==> src/rtl/mc_controller.sv <==
// Multicycle MIPS control FSM: walks each instruction through its micro-steps and
// drives every datapath control input plus the external memory write strobe.
module mc_controller (
    input  logic       clk,
    input  logic       reset,
    input  logic [5:0] op,
    input  logic [5:0] funct,
    input  logic       zero,
    output logic       pcen,
    output logic       irwrite,
    output logic       regwrite,
    output logic       memwrite,
    output logic       iord,
    output logic       memtoreg,
    output logic       regdst,
    output logic       alusrca,
    output logic [2:0] alusrcb,
    output logic [1:0] pcsrc,
    output logic [2:0] alucontrol,
    output logic [1:0] ltype,
    output logic       illegal,
    output logic [3:0] state
);

    localparam int unsigned OP_W    = 6;
    localparam int unsigned STATE_W = 4;

    localparam logic [OP_W-1:0] OP_RTYPE = 6'b000000;
    localparam logic [OP_W-1:0] OP_LW    = 6'b100011;
    localparam logic [OP_W-1:0] OP_LB    = 6'b100000;
    localparam logic [OP_W-1:0] OP_LBU   = 6'b100100;
    localparam logic [OP_W-1:0] OP_SW    = 6'b101011;
    localparam logic [OP_W-1:0] OP_BEQ   = 6'b000100;
    localparam logic [OP_W-1:0] OP_BNE   = 6'b000101;
    localparam logic [OP_W-1:0] OP_ADDI  = 6'b001000;
    localparam logic [OP_W-1:0] OP_ANDI  = 6'b001100;
    localparam logic [OP_W-1:0] OP_ORI   = 6'b001101;
    localparam logic [OP_W-1:0] OP_J     = 6'b000010;

    localparam logic [OP_W-1:0] FN_ADD = 6'b100000;
    localparam logic [OP_W-1:0] FN_SUB = 6'b100010;
    localparam logic [OP_W-1:0] FN_AND = 6'b100100;
    localparam logic [OP_W-1:0] FN_OR  = 6'b100101;
    localparam logic [OP_W-1:0] FN_SLT = 6'b101010;

    localparam logic [2:0] ALU_ADD = 3'b010;
    localparam logic [2:0] ALU_SUB = 3'b110;
    localparam logic [2:0] ALU_AND = 3'b000;
    localparam logic [2:0] ALU_OR  = 3'b001;
    localparam logic [2:0] ALU_SLT = 3'b111;

    localparam logic [2:0] SRCB_RT    = 3'b000;
    localparam logic [2:0] SRCB_FOUR  = 3'b001;
    localparam logic [2:0] SRCB_SIMM  = 3'b010;
    localparam logic [2:0] SRCB_BOFF  = 3'b011;
    localparam logic [2:0] SRCB_ZIMM  = 3'b100;

    localparam logic [1:0] PC_ALURES = 2'b00;
    localparam logic [1:0] PC_ALUOUT = 2'b01;
    localparam logic [1:0] PC_JUMP   = 2'b10;

    localparam logic [1:0] LT_WORD = 2'b00;
    localparam logic [1:0] LT_BU   = 2'b01;
    localparam logic [1:0] LT_BS   = 2'b10;

    typedef enum logic [STATE_W-1:0] {
        S_FETCH  = 4'd0,
        S_DECODE = 4'd1,
        S_MEMADR = 4'd2,
        S_MEMRD  = 4'd3,
        S_MEMWB  = 4'd4,
        S_MEMWR  = 4'd5,
        S_RTEX   = 4'd6,
        S_RTWB   = 4'd7,
        S_BEQEX  = 4'd8,
        S_BNEEX  = 4'd9,
        S_IEX    = 4'd10,
        S_IWB    = 4'd11,
        S_JEX    = 4'd12
    } state_e;

    state_e state_q;
    state_e state_d;

    logic       op_ok;
    logic       funct_ok;
    logic       instr_ok;
    logic [2:0] funct_alu;
    logic       pcwrite;
    logic       beqst;
    logic       bnest;

    // Opcode / funct legality and R-type ALU operation.
    always_comb begin
        op_ok     = 1'b1;
        funct_ok  = 1'b1;
        funct_alu = ALU_ADD;
        case (op)
            OP_RTYPE, OP_LW, OP_LB, OP_LBU, OP_SW, OP_BEQ,
            OP_BNE, OP_ADDI, OP_ANDI, OP_ORI, OP_J: op_ok = 1'b1;
            default:                                op_ok = 1'b0;
        endcase
        case (funct)
            FN_ADD:  funct_alu = ALU_ADD;
            FN_SUB:  funct_alu = ALU_SUB;
            FN_AND:  funct_alu = ALU_AND;
            FN_OR:   funct_alu = ALU_OR;
            FN_SLT:  funct_alu = ALU_SLT;
            default: funct_ok  = 1'b0;
        endcase
        instr_ok = op_ok && ((op != OP_RTYPE) || funct_ok);
    end

    // State register; reset parks the FSM in FETCH at once.
    always_ff @(posedge clk or negedge reset) begin
        if (!reset) begin
            state_q <= S_FETCH;
        end else begin
            state_q <= state_d;
        end
    end

    // Next-state logic.
    always_comb begin
        state_d = S_FETCH;
        case (state_q)
            S_FETCH:  state_d = S_DECODE;
            S_DECODE: begin
                if (!instr_ok) begin
                    state_d = S_FETCH;
                end else begin
                    case (op)
                        OP_RTYPE:                   state_d = S_RTEX;
                        OP_LW, OP_LB, OP_LBU, OP_SW: state_d = S_MEMADR;
                        OP_BEQ:                     state_d = S_BEQEX;
                        OP_BNE:                     state_d = S_BNEEX;
                        OP_ADDI, OP_ANDI, OP_ORI:   state_d = S_IEX;
                        OP_J:                       state_d = S_JEX;
                        default:                    state_d = S_FETCH;
                    endcase
                end
            end
            S_MEMADR: state_d = (op == OP_SW) ? S_MEMWR : S_MEMRD;
            S_MEMRD:  state_d = S_MEMWB;
            S_MEMWB:  state_d = S_FETCH;
            S_MEMWR:  state_d = S_FETCH;
            S_RTEX:   state_d = S_RTWB;
            S_RTWB:   state_d = S_FETCH;
            S_BEQEX:  state_d = S_FETCH;
            S_BNEEX:  state_d = S_FETCH;
            S_IEX:    state_d = S_IWB;
            S_IWB:    state_d = S_FETCH;
            S_JEX:    state_d = S_FETCH;
            default:  state_d = S_FETCH;
        endcase
    end

    // Output decode; enables are masked while reset is held.
    always_comb begin
        irwrite    = 1'b0;
        regwrite   = 1'b0;
        memwrite   = 1'b0;
        iord       = 1'b0;
        memtoreg   = 1'b0;
        regdst     = 1'b0;
        alusrca    = 1'b0;
        alusrcb    = SRCB_RT;
        pcsrc      = PC_ALURES;
        alucontrol = ALU_ADD;
        ltype      = LT_WORD;
        illegal    = 1'b0;
        pcwrite    = 1'b0;
        beqst      = 1'b0;
        bnest      = 1'b0;
        case (state_q)
            S_FETCH: begin
                irwrite = 1'b1;
                alusrcb = SRCB_FOUR;
                pcwrite = 1'b1;
            end
            S_DECODE: begin
                alusrcb = SRCB_BOFF;
                illegal = ~instr_ok;
            end
            S_MEMADR: begin
                alusrca = 1'b1;
                alusrcb = SRCB_SIMM;
            end
            S_MEMRD: begin
                iord = 1'b1;
                case (op)
                    OP_LBU:  ltype = LT_BU;
                    OP_LB:   ltype = LT_BS;
                    default: ltype = LT_WORD;
                endcase
            end
            S_MEMWB: begin
                memtoreg = 1'b1;
                regwrite = 1'b1;
            end
            S_MEMWR: begin
                iord     = 1'b1;
                memwrite = 1'b1;
            end
            S_RTEX: begin
                alusrca    = 1'b1;
                alusrcb    = SRCB_RT;
                alucontrol = funct_alu;
            end
            S_RTWB: begin
                regdst   = 1'b1;
                regwrite = 1'b1;
            end
            S_BEQEX, S_BNEEX: begin
                alusrca    = 1'b1;
                alusrcb    = SRCB_RT;
                alucontrol = ALU_SUB;
                pcsrc      = PC_ALUOUT;
                beqst      = (state_q == S_BEQEX);
                bnest      = (state_q == S_BNEEX);
            end
            S_IEX: begin
                alusrca = 1'b1;
                case (op)
                    OP_ANDI: begin
                        alusrcb    = SRCB_ZIMM;
                        alucontrol = ALU_AND;
                    end
                    OP_ORI: begin
                        alusrcb    = SRCB_ZIMM;
                        alucontrol = ALU_OR;
                    end
                    default: begin
                        alusrcb    = SRCB_SIMM;
                        alucontrol = ALU_ADD;
                    end
                endcase
            end
            S_IWB: begin
                regwrite = 1'b1;
            end
            S_JEX: begin
                pcsrc   = PC_JUMP;
                pcwrite = 1'b1;
            end
            default: begin
                alucontrol = ALU_ADD;
            end
        endcase
        pcen = pcwrite | (beqst & zero) | (bnest & ~zero);
        if (!reset) begin
            pcen     = 1'b0;
            irwrite  = 1'b0;
            regwrite = 1'b0;
            memwrite = 1'b0;
            illegal  = 1'b0;
        end
    end

    assign state = STATE_W'(state_q);

endmodule

==> config.mk <==
export PLATFORM = sky130hd
export DESIGN_NAME = mc_controller
export DESIGN_NICKNAME = d
export VERILOG_FILES = /design/src/rtl/mc_controller.sv
export SDC_FILE = /design/constraint.sdc
export NUM_CORES = 1
export LEC_CHECK = 0
export ABC_AREA = 0
export CORE_MARGIN = 3
export CORE_UTILIZATION = 39
export DETAILED_ROUTE_END_ITERATION = 10
export GPL_ROUTABILITY_DRIVEN = 0
export PLACE_DENSITY = 0.83
export SLEW_MARGIN = 25
export SYNTH_ARGS = -nofsm -noshare
export SYNTH_HDL_FRONTEND = slang
export SYNTH_SLANG_ARGS = --single-unit
==> constraint.sdc <==
create_clock -name clk -period 1.9 [get_ports clk]
set_input_delay 0.38 -clock clk [delete_from_list [all_inputs] [get_ports clk]]
set_output_delay 0.38 -clock clk [all_outputs]
set_load 0.01 [all_outputs]
==> results of run 1 <==
-- cell usage after synthesis (2+ instances only) --
| library cell | n |
|---|---|
| a31oi_1 | 2 |
| nand2b_1 | 4 |
| o21ai_0 | 2 |
| inv_1 | 5 |
| a211oi_1 | 2 |
| nor3b_1 | 3 |
| o21a_1 | 2 |
| nor2_1 | 12 |
| nor2_2 | 2 |
| nor3_1 | 7 |
| o22ai_1 | 3 |
| dfrtp_1 | 4 |
| nor2b_1 | 2 |
| nand2_1 | 8 |
| nand3_1 | 5 |
| buf_2 | 5 |
| nand4_1 | 3 |
| a21oi_1 | 6 |
| a22oi_1 | 2 |
-- through the flow --
stage	setup TNS [ns]	setup slack, ns
CTS	-0.0760	-0.0279
global placement	-5.26	-0.686
detailed placement	-5.85	-0.800
floorplan	0	0.184
-- what timing repair did --
action / CTS
gates resized for setup: 109
endpoints found under the hold margin: 0
hold buffers: 0
setup buffers: 7
setup endpoints to repair: 19
pin swaps: 12
-- cell families after synthesis --
family          synth area share, %
simple gates                   44.5
mux                            1.58
flops                          14.0
compound gates                 30.5
buf+inv                        8.23
xor+xnor                       1.23
==> impl_metrics.json, run 1 <==
{
  "synth_area_leader_cell": "dfrtp_1",
  "seq_area_frac_synth_pct": 14.0,
  "ys_top_cells_by_area": "dfrtp_1 14%, nor2_1 6.3%, nor3_1 4.9%",
  "die_x_um": 48.8,
  "synth_flop_cell": "dfrtp_1",
  "grt-worst-endpoint": "pcen",
  "die_y_um": 48.8,
  "synth_edf_count": 0,
  "dpl.cell_count": 199,
  "hpwlAfterDp_mm": 2.38,
  "ys_warn_count": 0,
  "outcome": "did not finish",
  "synth_area_um2": 714,
  "clock_path_buffers": 2,
  "ctsHtreeMaxLevel": 1,
  "synth_area_per_cell_um2": 6.94,
  "clock_sinks": 4,
  "start_util_pct": 44.3,
  "ios": 38,
  "cts-root-buf": "clkbuf_4",
  "io_buffers": 37,
  "rows": 14,
  "ys_types": 43,
  "netlist_instances": 103,
  "grt_max_degree": 12,
  "lastStage": "global routing (5_1_grt)",
  "post_dp_cell_area_um2": 1390,
  "synthArstFlopShare_pct": 100,
  "first-error": "[ERROR DPL-0038] Utilization greater than 100%, impossible to legalize",
  "cts_made_buffers": 3,
  "worst_path_end_type": "top-level output",
  "synth_nets": 118,
  "netlist.area_leader.share_pct": 14.0,
  "yosys_register_bits": 4
}
==> run 2: changes to the inputs <==
--- a/config.mk
+++ b/config.mk
@@ -6,11 +6,11 @@
 export NUM_CORES = 1
 export LEC_CHECK = 0
 export ABC_AREA = 0
-export CORE_MARGIN = 3
-export CORE_UTILIZATION = 39
+export CORE_AREA = 3 3 64 66
 export DETAILED_ROUTE_END_ITERATION = 10
+export DIE_AREA = 0 0 67 69
 export GPL_ROUTABILITY_DRIVEN = 0
-export PLACE_DENSITY = 0.83
+export PLACE_DENSITY_LB_ADDON = 0.15
 export SLEW_MARGIN = 25
 export SYNTH_ARGS = -nofsm -noshare
 export SYNTH_HDL_FRONTEND = slang
==> run 2 against run 1 <==
The flow now finishes, with violations (setup timing). Synthesized area is the same. Synthesized cell count stayed put.
==> impl_metrics.json, run 2 <==
{
  "outcome": "finished, violations left",
  "violations": "setup timing",
  "crit_required_ns": 1.52,
  "critPathArrivalTime_ns": 1.54,
  "start_util_pct": 19.7,
  "drc": 0,
  "crit_path_start_kind": "primary input",
  "ant_nets": 0,
  "synth_flop_cell": "dfrtp_1",
  "groute.usage.overall_pct": 13.5,
  "rows": 22,
  "io_buffers": 37,
  "slew_violations": 0,
  "yosys_register_bits": 4,
  "netlist_instances": 103,
  "ys_warn_count": 0,
  "layout_common_cells": "48 x buf_4, 12 x buf_2, 11 x nor2_1, 11 x dlygate4sd2_1, 8 x nand2_1",
  "overflow": 0,
  "cts_tree": "done",
  "leakage_nw": 0.723,
  "clkLatencyLatePin_ns": 0.21,
  "critPathCaptureType": "primary output",
  "hold_path.class": "primary input to asynchronous set/reset pin",
  "crit_type": "primary input to primary output",
  "hpwlAfterDp_mm": 2.39,
  "diodes": 0,
  "ff_latch_area_um2": 101,
  "layout_commonest_cell": "buf_4",
  "cts_made_buffers": 3,
  "worstSetupStartpoint": "funct[4]",
  "synth_area_per_cell_um2": 6.94,
  "ctsHtreeMaxLevel": 1,
  "synth_nets": 118,
  "fin_crit_ns": 1.92,
  "post_dp_cell_area_um2": 1450,
  "ys_top_cells_by_area": "dfrtp_1 14%, nor2_1 6.3%, nor3_1 4.9%",
  "synth_area_leader_cell": "dfrtp_1",
  "core_area_um2": 3630,
  "cts-root-buf": "clkbuf_8",
  "relSlewSlack_pct": 78.4,
  "crit_fanout": 3,
  "synthArstFlopShare_pct": 100,
  "clock_sinks": 4,
  "vias_per_cell": 4.69,
  "reg2regPathDepth": 6,
  "seq_area_frac_synth_pct": 14.0,
  "drive_gt1_share_pct": 51.3,
  "ios": 38,
  "clock_path_buffers": 2,
  "grt_max_degree": 12,
  "die_x_um": 67,
  "synth_area_um2": 714,
  "synth_edf_count": 0,
  "power.density_nw_per_um2": 757,
  "fin_crit_sh_pct": 101,
  "ys_types": 43,
  "grt_pass1_wl_mm": 5.09,
  "rsz0062_at_grt": "yes",
  "cap_violations": 0,
  "final_hold_viol_count": 0,
  "clock_skew_ns": 0.00414,
  "path_clk_slew_ns": 0.03,
  "wl_per_cell_um": 12.7,
  "netlist.area_leader.share_pct": 14.0,
  "vias": 1102,
  "setup_viol": 1,
  "reg2reg_from": "state[2]",
  "finalWirelength_mm": 2.98,
  "p_total_w": 0.00117,
  "yosysMostFrequentCell": "nor2_1",
  "hold_ws_ns": 0.341,
  "multi_input_area_um2": 651,
  "setup_ws_ns": -0.0191,
  "area_growth_pct": 117,
  "finalInstanceArea_um2": 1550,
  "antenna_found_initial": 0,
  "grt_pass1_vias": 1094,
  "synth_top_cells_by_count": "12 x nor2_1, 8 x nand2_1, 7 x nor3_1, 6 x a21oi_1",
  "nFillCells": 422,
  "dr.pass1.iters": 4,
  "largest_reg_flops": 4,
  "ir_drop_uv": 356,
  "die-area_um2": 4620,
  "max_freq_mhz": 521,
  "worst_slew_pin_slew_ns": 0.320,
  "layout.nets": 204,
  "die_y_um": 69,
  "drt_iter0_drc": 39
}
-- run 2: cell counts after synthesis --
Identical to the previous run, type by type.
-- run 2: path summary, 6_finish.rpt --
| path | end | slack, ns |
|---|---|---|
| setup / recovery | illegal | -0.02 |
| hold / removal | state[3] | 0.34 |
| setup reg to reg | state[2] | 0.42 |
| hold reg to reg | state[0] | 0.74 |
| max in group asynchronous | state[0] | 1.45 |
| min in group clk | state[2] | 0.58 |
-- run 2: stage by stage --
stage | setup slack, ns | setup TNS (ns) | cells | util (%)
detailed placement | -0.793 | -6.07 | 227 | 39.9
global route | -0.0695 | -0.0781 | 235 | 42.7
floorplan | 0.184 | 0 | 103 | -
CTS | -0.0120 | -0.0120 | 233 | 41.8
finish | -0.0191 | -0.0191 | 235 | 42.7
global placement | -0.742 | -5.88 | 227 | 39.9
-- run 2: critical path: stages --
cell	delay [ns]
clkdlybuf4s15_1	0.17
nand2b_4	0.16
a2111oi_4	0.32
o31ai_4	0.11
o2111a_1	0.26
buf_2	0.14
-- run 2: logic make-up after synthesis --
kind of cell              share of synthesized area (%)
and+or+nand+nor                                    44.5
muxes                                              1.58
AOI/OAI and AO/OA                                  30.5
xor gates and xnor gates                           1.23
DFF                                                14.0
buffers and inverters                              8.23
-- run 2: final cells by class --
class	count	share of cell area (%)
timing repair buffer	88	43.8
multi-input combinational	87	41.9
sequential	4	6.53
tap	48	3.87
clock buffer	3	2.66
inverter	5	1.21
-- run 2: timing repair --
item / 4_1_cts / 5_1_grt
setup endpoints to repair: 19 / 11
hold buffers: 0 / 0
setup buffers: 3 / 2
resized for setup: 99 / 15
pin swaps: 15 / 6
-- run 2: report_power, final --
group | internal, W | switching (W)
clock | 0.000135 | 0.0000405
sequential | 0.000112 | 0.0000311
combinational | 0.000459 | 0.000397
-- run 2: metal layers --
metal / track usage, % / wire (um) / up-vias / share of wire (%)
met3: 1.47 / 144 / 4 / 4.8
met1: 17.1 / 1290 / 510 / 43
met5: 0 / 0 / - / 0
li1: - / - / 557 / -
met4: 3.83 / 48 / 0 / 1.6
met2: 23.6 / 1500 / 31 / 50
No activity file was read; power rests on OpenSTA's default activity.
